--- src/rtl/alu_reservation_station_pkg.sv ---
// Shared widths, opcodes and bundle types for the
// ALU reservation station, decoder and ROB.
package alu_reservation_station_pkg;

  localparam int OPCODE_LENGTH = 6;
  localparam int REORDER_BUFFER_SIZE_LOG = 4;
  localparam int FUNCTION_UNIT_NUMBER = 16;
  localparam int FUNCTION_UNIT_NUMBER_LOG = 4;
  localparam int XLEN = 32;

  typedef logic [OPCODE_LENGTH-1:0] opcode_t;
  typedef logic [REORDER_BUFFER_SIZE_LOG-1:0] rob_pos_t;
  typedef logic [FUNCTION_UNIT_NUMBER_LOG-1:0] tag_t;
  typedef logic [XLEN-1:0] word_t;

  localparam opcode_t OPCODE_NOP  = 6'd0;
  localparam opcode_t OPCODE_ADD  = 6'd1;
  localparam opcode_t OPCODE_ADDI = 6'd2;
  localparam opcode_t OPCODE_SUB  = 6'd3;
  localparam opcode_t OPCODE_SUBI = 6'd4;
  localparam opcode_t OPCODE_MUL  = 6'd5;
  localparam opcode_t OPCODE_BGE  = 6'd6;
  localparam opcode_t OPCODE_SHL  = 6'd7;
  localparam opcode_t OPCODE_SHR  = 6'd8;

  typedef struct packed {
    logic     busy;
    rob_pos_t pos;
    word_t    value;
  } wb_t;

  // Tag 0 marks an operand that is already valid.
  function automatic word_t resolve(
    input tag_t  q,
    input word_t v,
    input word_t slot
  );
    return (q == '0) ? v : slot;
  endfunction

endpackage

--- src/rtl/alu_reservation_station_if.sv ---
// Issue-side inputs, CDB and ROB write-back of the
// ALU reservation station.
interface alu_reservation_station_if;
  import alu_reservation_station_pkg::*;

  opcode_t  op;
  rob_pos_t pos;
  tag_t     qi;
  word_t    vi;
  tag_t     qj;
  word_t    vj;
  tag_t     qk;
  word_t    vk;
  logic [FUNCTION_UNIT_NUMBER*XLEN-1:0] commonDataBus;

  logic     busy;
  rob_pos_t writeBuffer_position;
  word_t    writeBuffer_value;

  modport master (
    output op, pos,
    output qi, vi, qj, vj, qk, vk,
    output commonDataBus,
    input  busy,
    input  writeBuffer_position,
    input  writeBuffer_value
  );

  modport slave (
    input  op, pos,
    input  qi, vi, qj, vj, qk, vk,
    input  commonDataBus,
    output busy,
    output writeBuffer_position,
    output writeBuffer_value
  );

endinterface

--- src/rtl/alu_reservation_station_alu_core.sv ---
// Combinational integer ALU; valid flags a
// defined, non-NOP opcode.
module alu_core
  import alu_reservation_station_pkg::*;
(
  input  opcode_t op,
  input  word_t   a,
  input  word_t   b,
  output logic    valid,
  output word_t   result
);

  always_comb begin
    valid  = 1'b1;
    result = '0;
    unique case (1'b1)
      (op == OPCODE_ADD),
      (op == OPCODE_ADDI):
        result = a + b;
      (op == OPCODE_SUB),
      (op == OPCODE_SUBI):
        result = a - b;
      (op == OPCODE_MUL):
        result = a * b;
      // 0 means taken for the branch unit.
      (op == OPCODE_BGE):
        result = ($signed(a) >= $signed(b))
               ? 32'd0 : 32'd1;
      (op == OPCODE_SHL):
        result = a << b[4:0];
      (op == OPCODE_SHR):
        result = a >> b[4:0];
      default:
        valid = 1'b0;
    endcase
  end

endmodule

--- src/rtl/alu_reservation_station.sv ---
// Single-entry ALU reservation station: CDB operand
// forwarding, ALU, registered ROB write-back.
module alu_reservation_station
  import alu_reservation_station_pkg::*;
(
  input logic clk,
  input logic reset,
  alu_reservation_station_if.slave rs
);

  word_t slot [FUNCTION_UNIT_NUMBER];
  word_t opa;
  word_t opb;
  word_t res;
  logic  issue;
  wb_t   wb;
  logic  unused_third;

  for (genvar t = 0; t < FUNCTION_UNIT_NUMBER;
       t++) begin : g_slot
    assign slot[t] =
      rs.commonDataBus[XLEN*t +: XLEN];
  end

  assign opa = resolve(rs.qj, rs.vj, slot[rs.qj]);
  assign opb = resolve(rs.qk, rs.vk, slot[rs.qk]);

  // The third operand only matters to other units.
  assign unused_third = ^{rs.qi, rs.vi};

  alu_core u_alu (
    .op     (rs.op),
    .a      (opa),
    .b      (opb),
    .valid  (issue),
    .result (res)
  );

  always_ff @(posedge clk) begin
    if (!reset) begin
      wb <= '0;
    end else if (issue) begin
      wb.busy  <= 1'b1;
      wb.pos   <= rs.pos;
      wb.value <= res;
    end else begin
      wb.busy <= 1'b0;
    end
  end

  assign rs.busy                 = wb.busy;
  assign rs.writeBuffer_position = wb.pos;
  assign rs.writeBuffer_value    = wb.value;

endmodule

--- src/flat_wrapper.sv ---
// flat-port wrapper written by rule: the top's interface ports become plain ports
module alu_reservation_station_flat import alu_reservation_station_pkg::*;
  (clk, reset, rs_op, rs_pos, rs_qi, rs_vi, rs_qj, rs_vj, rs_qk, rs_vk, rs_commonDataBus, rs_busy, rs_writeBuffer_position, rs_writeBuffer_value);
  alu_reservation_station_if rs_i ();
  input logic clk;
  input logic reset;
  input wire logic [$bits(rs_i.op)-1:0] rs_op;
  input wire logic [$bits(rs_i.pos)-1:0] rs_pos;
  input wire logic [$bits(rs_i.qi)-1:0] rs_qi;
  input wire logic [$bits(rs_i.vi)-1:0] rs_vi;
  input wire logic [$bits(rs_i.qj)-1:0] rs_qj;
  input wire logic [$bits(rs_i.vj)-1:0] rs_vj;
  input wire logic [$bits(rs_i.qk)-1:0] rs_qk;
  input wire logic [$bits(rs_i.vk)-1:0] rs_vk;
  input wire logic [$bits(rs_i.commonDataBus)-1:0] rs_commonDataBus;
  output wire logic [$bits(rs_i.busy)-1:0] rs_busy;
  output wire logic [$bits(rs_i.writeBuffer_position)-1:0] rs_writeBuffer_position;
  output wire logic [$bits(rs_i.writeBuffer_value)-1:0] rs_writeBuffer_value;
  assign rs_i.op = rs_op;
  assign rs_i.pos = rs_pos;
  assign rs_i.qi = rs_qi;
  assign rs_i.vi = rs_vi;
  assign rs_i.qj = rs_qj;
  assign rs_i.vj = rs_vj;
  assign rs_i.qk = rs_qk;
  assign rs_i.vk = rs_vk;
  assign rs_i.commonDataBus = rs_commonDataBus;
  assign rs_busy = rs_i.busy;
  assign rs_writeBuffer_position = rs_i.writeBuffer_position;
  assign rs_writeBuffer_value = rs_i.writeBuffer_value;
  alu_reservation_station u_core (.clk(clk), .reset(reset), .rs(rs_i));
endmodule
--- config.mk ---
export PLATFORM = sky130hd
export DESIGN_NAME = alu_reservation_station_flat
export DESIGN_NICKNAME = d
export VERILOG_FILES = /design/src/rtl/alu_reservation_station_pkg.sv /design/src/rtl/alu_reservation_station_if.sv /design/src/rtl/alu_reservation_station_alu_core.sv /design/src/rtl/alu_reservation_station.sv /design/src/flat_wrapper.sv
export SDC_FILE = /design/constraint.sdc
export NUM_CORES = 2
export LEC_CHECK = 0
export ABC_AREA = 1
export CORE_UTILIZATION = 40
export CTS_CLUSTER_DIAMETER = 100
export CTS_CLUSTER_SIZE = 10
export DETAILED_ROUTE_END_ITERATION = 12
export PLACE_DENSITY = 0.62
export SYNTH_ARGS = -nofsm -noshare
export SYNTH_HDL_FRONTEND = slang
export SYNTH_SLANG_ARGS = --single-unit
--- constraint.sdc ---
create_clock -name clk -period 24.8 [get_ports clk]
set_input_delay 2.48 -clock clk [delete_from_list [all_inputs] [get_ports clk]]
set_output_delay 2.48 -clock clk [all_outputs]
set_load 0.01 [all_outputs]
# Word level (Yosys, flattened, before mapping)
# Index checks and enable logic that the tools add are counted.
[word_totals]
ff_bits = 37
inputBits = 632
output_inout_bits = 37
word_cells = 38
[classes]
add_sub_neg = 2
multipliers = 1
n_lt_le_gt_ge = 3
n_eq_ne = 8
shifts = 2
n_mux = 12
bitwise = 2
reduce_logical = 5
[ops]
columns = ["op", "n"]
rows = [
  ["binary-select mux 32 bit (select 4 bit)", 2],
  ["2-to-1 mux 32 bit", 6],
  ["one-hot mux 32 bit (6 select lines)", 1],
  ["adder 32 bit", 1],
  ["greater-or-equal comparator 32 bit", 1],
  ["multiplier 32 x 32 -> 32 bit", 1],
  ["left shift 32 x 5 -> 32 bit", 1],
  [">> shifter 32 x 5 -> 32 bit", 1],
  ["subtractor 32 bit", 1],
  ["== test 6 x 3 -> 1 bit, second input constant", 4],
  ["== test 6 x 2 -> 1 bit, second input constant", 2],
  ["greater-or-equal comparator 5 bit, second input constant", 2],
  ["NOT 4 -> 5 bit", 2],
  ["logical NOT 4 bit", 2],
  ["OR reduction 8 bit", 1],
  ["== test 6 x 1 -> 1 bit, second input constant", 1],
  ["== test 6 x 4 -> 1 bit, second input constant", 1],
  ["OR reduction 2 bit", 2],
  ["2-to-1 mux 1 bit", 3],
]

# Depth between registers and ports, before layout
[depth]
depth_word = 8
mapped_depth = 46
mapped_depth_nobuf = 41

# By module
# From an unflattened synthesis, not the netlist that was laid out.
[hier_totals]
cells_unflattened = 6578
area_unflattened_um2 = 36931.7
[modules_own_cells]
columns = ["module", "n_inst", "cells_per_inst", "area_per_inst_um2", "seq_area_each_um2"]
rows = [
  ["alu_core", 1, 3719, 24192.0, 0.0],
  ["alu_reservation_station", 1, 2859, 12739.7, 740.7],
]

# Worst setup path before layout
# Ideal clock, no wire load.
[synth_timing]
path_type = "input port to flip-flop"
from = "input rs_qk[2]"
to = "register u_core.wb (netlist bit u_core.rs.writeBuffer_value[27])"
setup_ps = 111
arrival_time_ps = 10234
required_time_ps = 24689
path_slack_ps = 14456
stages = 38
n_path_buf = 5
cell_sequence = "buf_4 > inv_1 > clkbuf_1 > nand3_1 > nand3_1 > nand2_1 > nand2_2 > buf_1 > clkbuf_1 > buf_1 > nor2_1 > fa_1 > inv_1 > fa_1 > fa_1 > fa_1 > inv_1 > fa_1 > [... 2 more ...] > inv_1 > fa_1 > fa_1 > ha_1 > nand2_1 > nor2_1 > inv_1 > o221ai_1 > a21oi_1 > o21bai_1 > a21o_1 > or2_2 > nand3_1 > o211ai_1 > nor2_1 > nand3_1 > nand3_1 > inv_1"
[synth_between]
elab_chain_cells = 7
word_cells_on_any_way = 12
classes_between = "add/sub (2); mul (1); shift (2); mux (5); bitwise (1); reduce/logical (1)"
[synth_lines]
columns = ["item", "line", "text"]
rows = [
  ["start: declaration", "flat_wrapper.sv:13", "input wire logic [$bits(rs_i.qk)-1:0] rs_qk;"],
  ["NOT 4 -> 5 bit (not written as such)", "alu_reservation_station.sv:26", "assign opb = resolve(rs.qk, rs.vk, slot[rs.qk]);"],
  ["binary-select mux 32 bit (select 4 bit)", "alu_reservation_station.sv:26", ""],
  ["2-to-1 mux 32 bit (not written as such) (2 in series)", "alu_reservation_station.sv:26", ""],
  ["2-to-1 mux 32 bit (*)", "alu_reservation_station_pkg.sv:38", "return (q == '0) ? v : slot;"],
  ["multiplier 32 x 32 -> 32 bit, or another cell as far along", "alu_reservation_station_alu_core.sv:24", "result = a * b;"],
  ["one-hot mux 32 bit (6 select lines) (*)", "alu_reservation_station_alu_core.sv:16", "unique case (1'b1)"],
  ["end: declaration", "alu_reservation_station.sv:16", "wb_t wb;"],
]
# Mark *: on every way between the ends. The rest lies on a longest branch, timed or not. The select of a mux whose other input is x is not followed.
# A chain may end at the register's enable or synchronous reset.

# Worst setup path in the final report
[layout_timing]
from = "input rs_qk[0]"
to = "register u_core.wb (netlist bit u_core.rs.writeBuffer_value[25])"
# Same word-level chain as after synthesis.

==> reports/results.ini <==
[run_status]
status=finished clean

[detailed_routing]
drc=0
viasPerCell=5.66
drt_iter0_markers=5235
route.vias.total=42500
wirelength_um=190000
ant_nets=0
dr.pass1.iters=8
wl_per_cell_um=25.4

[layout]
area_growth_pct=18.2
drive_above_1_share_pct=3.29
final_common_cell=nand2_1
fin_area_mm2=0.0416
final_cell_mix=1672 x nand2_1, 1029 x inv_1, 622 x nor2_1
nets=7550

[floorplanning]
start_util_pct=40.5
die_y_um=299
core_area_mm2=0.0870
ios=669
die_w_um=299
fp-row-count=108
die_area_mm2=0.0893

[worst_setup_path]
cp_top_family=adder cells
critPathKind=input pin to flip-flop
rrSetupSlack_ns=23.98
reg2reg_depth=3
slowest_delay_ns=1.09
start_kind=input pin
r2r-start=u_core.rs.writeBuffer_value[26]
cp.buffers_inverters=12
endpoint_kind=flip-flop
crit_required_ns=24.99
reg2reg_to=u_core.rs.writeBuffer_value[26]
cp_max_fo=162
cpMaxStageDelayCell=clkinv_1
arrival_ns=13.33

[sta]
worst_slew_pin_slew_ns=1.21
relSlewSlack_pct=19.2
clock_skew_ns=0
rsz0062_at_grt=no
finalHoldViolCount=0
fmaxAchievable_mhz=76.1
min_period_ns=13.14
report.final.slew_viol_count=0
fin_tns_setup_ns=0
post-route-period-util_pct=53.0
setup_violations=0

[place]
place_area_mm2=0.0414
numPortBuffers=600
place.gp.congestion=1.03
dp_hpwl_um=154000

[grt]
antenna_found_initial=43
grt_pass1_vias=40800
grt_pass1_wl_um=276000
grt_overflow=0
grt_util_all_layers_pct=41.9
grt_max_degree=163

[synth]
syn_area_per_cell_um2=5.89
yosysSeqAreaShare_pct=2.10
syn_inst=5982
ys_warn_count=0
syn-cell-area_mm2=0.0352
syn_nets=7211
ys_ff_latch=37
synth_cell_type_count=63
synth_flop_cell=dfxtp_1
synth_edf_count=0
async_flop_share_pct=0

[clocking]
path_clk_slew_ns=0.06
htreeDepth=2
postCtsHoldBufs=0
cts_buffers=5
cts_tree=built
cts_root_buf=clkbuf_16
post_cts_buffers=0
clockBufferDepth=2
clock-sinks=37
clk_latency_ns=0.29
cts_resized=0

[hold_path]
hold_class=flip-flop to flip-flop
min_path_cells=2
whs_endpoint=u_core.rs.writeBuffer_value[5]
hp-start=u_core.rs.writeBuffer_value[5]

[job]
drv_cap=0

==> worst reg2reg max path, cell delays in order (launching register included) <==
cell and delay, ns:
dfxtp_1 0.31, or2_2 0.29, nand3_1 0.08, inv_1 0.04
==> registers in the layout, indices dropped and copies added (netlist names) <==
register	count
u_core.rs.writeBuffer_value	32
u_core.rs.writeBuffer_position	4
u_core.rs.busy	1
==> final cells by class <==
class | instances | area, um^2
inverters | 1064 | 4010
well taps | 1155 | 1450
fillers | 9439 | 45400
flip-flops and latches | 37 | 741
diodes | 33 | 82.6
repair buffers | 673 | 6560
multi-input cells | 4540 | 28600
clock buffers | 5 | 125
clock inverters | 3 | 68.8
==> how the worst max path moves through the flow <==
stage,from,endpoint,cells after the start
2_1_floorplan,rs_qk[2],u_core.rs.writeBuffer_value[27],38
3_3_place_gp,rs_qj[0],u_core.rs.writeBuffer_value[24],34
3_5_place_dp,rs_qk[0],u_core.rs.writeBuffer_value[25],39
4_1_cts,rs_qk[0],u_core.rs.writeBuffer_value[25],39
5_1_grt,rs_qk[0],u_core.rs.writeBuffer_value[30],40
6_report,rs_qk[0],u_core.rs.writeBuffer_value[25],39
==> cell usage after synthesis, drive strengths merged, types with 11 or more instances <==
cell type / count / area share, %
xor2: 14 / 0.35
o21ai: 427 / 6.1
inv: 1058 / 11
fa: 410 / 23
nand3: 549 / 7.8
buf: 238 / 4.5
dfxtp: 37 / 2.1
o211ai: 150 / 3.2
or2: 31 / 0.55
a31oi: 13 / 0.25
o21bai: 12 / 0.26
mux2i: 11 / 0.31
nor2: 627 / 6.7
nand4: 20 / 0.35
a21oi: 287 / 4.5
nand2: 1692 / 18
clkbuf: 103 / 1.1
nor3: 23 / 0.35
ha: 187 / 6.6
==> routing by layer <==
| layer | wire [um] | global-route usage [%] | up-vias |
|---|---|---|---|
| li1 | - | - | 19300 |
| met1 | 73700 | 54.2 | 20100 |
| met2 | 81400 | 63.5 | 2633 |
| met3 | 23000 | 10.5 | 422 |
| met4 | 12300 | 23.2 | 22 |
| met5 | 133 | 0 | - |
==> logic make-up (layout without fill, tap and decap cells) <==
| family | Yosys count | in the layout | share of synthesized area (%) |
|---|---|---|---|
| AND/OR/NAND/NOR | 2960 | 2960 | 34.3 |
| buffers and inverters | 1405 | 1745 | 16.9 |
| AO/OA/AOI/OAI | 952 | 952 | 15.7 |
| adder cells (fa/ha/maj) | 597 | 597 | 29.9 |
| flip-flops | 37 | 37 | 2.10 |
| XOR/XNOR | 20 | 20 | 0.660 |
| multiplexers | 11 | 11 | 0.312 |
| other | 0 | 33 | 0 |
==> through the flow <==
step / hold WS (ns) / worst slack, ns / cells / utilization (%)
global route: 0.549 / 11.39 / 7502 / 47.8
CTS: 0.504 / 12.03 / 7477 / 47.8
global placement: 0.482 / 11.86 / 7469 / 47.5
finish: 0.500 / 11.66 / 7510 / 47.9
detailed placement: 0.485 / 11.76 / 7469 / 47.5
floorplan: 0.534 / 14.46 / 5982 / -
Power is not shown: default switching activity piles up to over one toggle a cycle in this logic, so the estimate is an artifact.
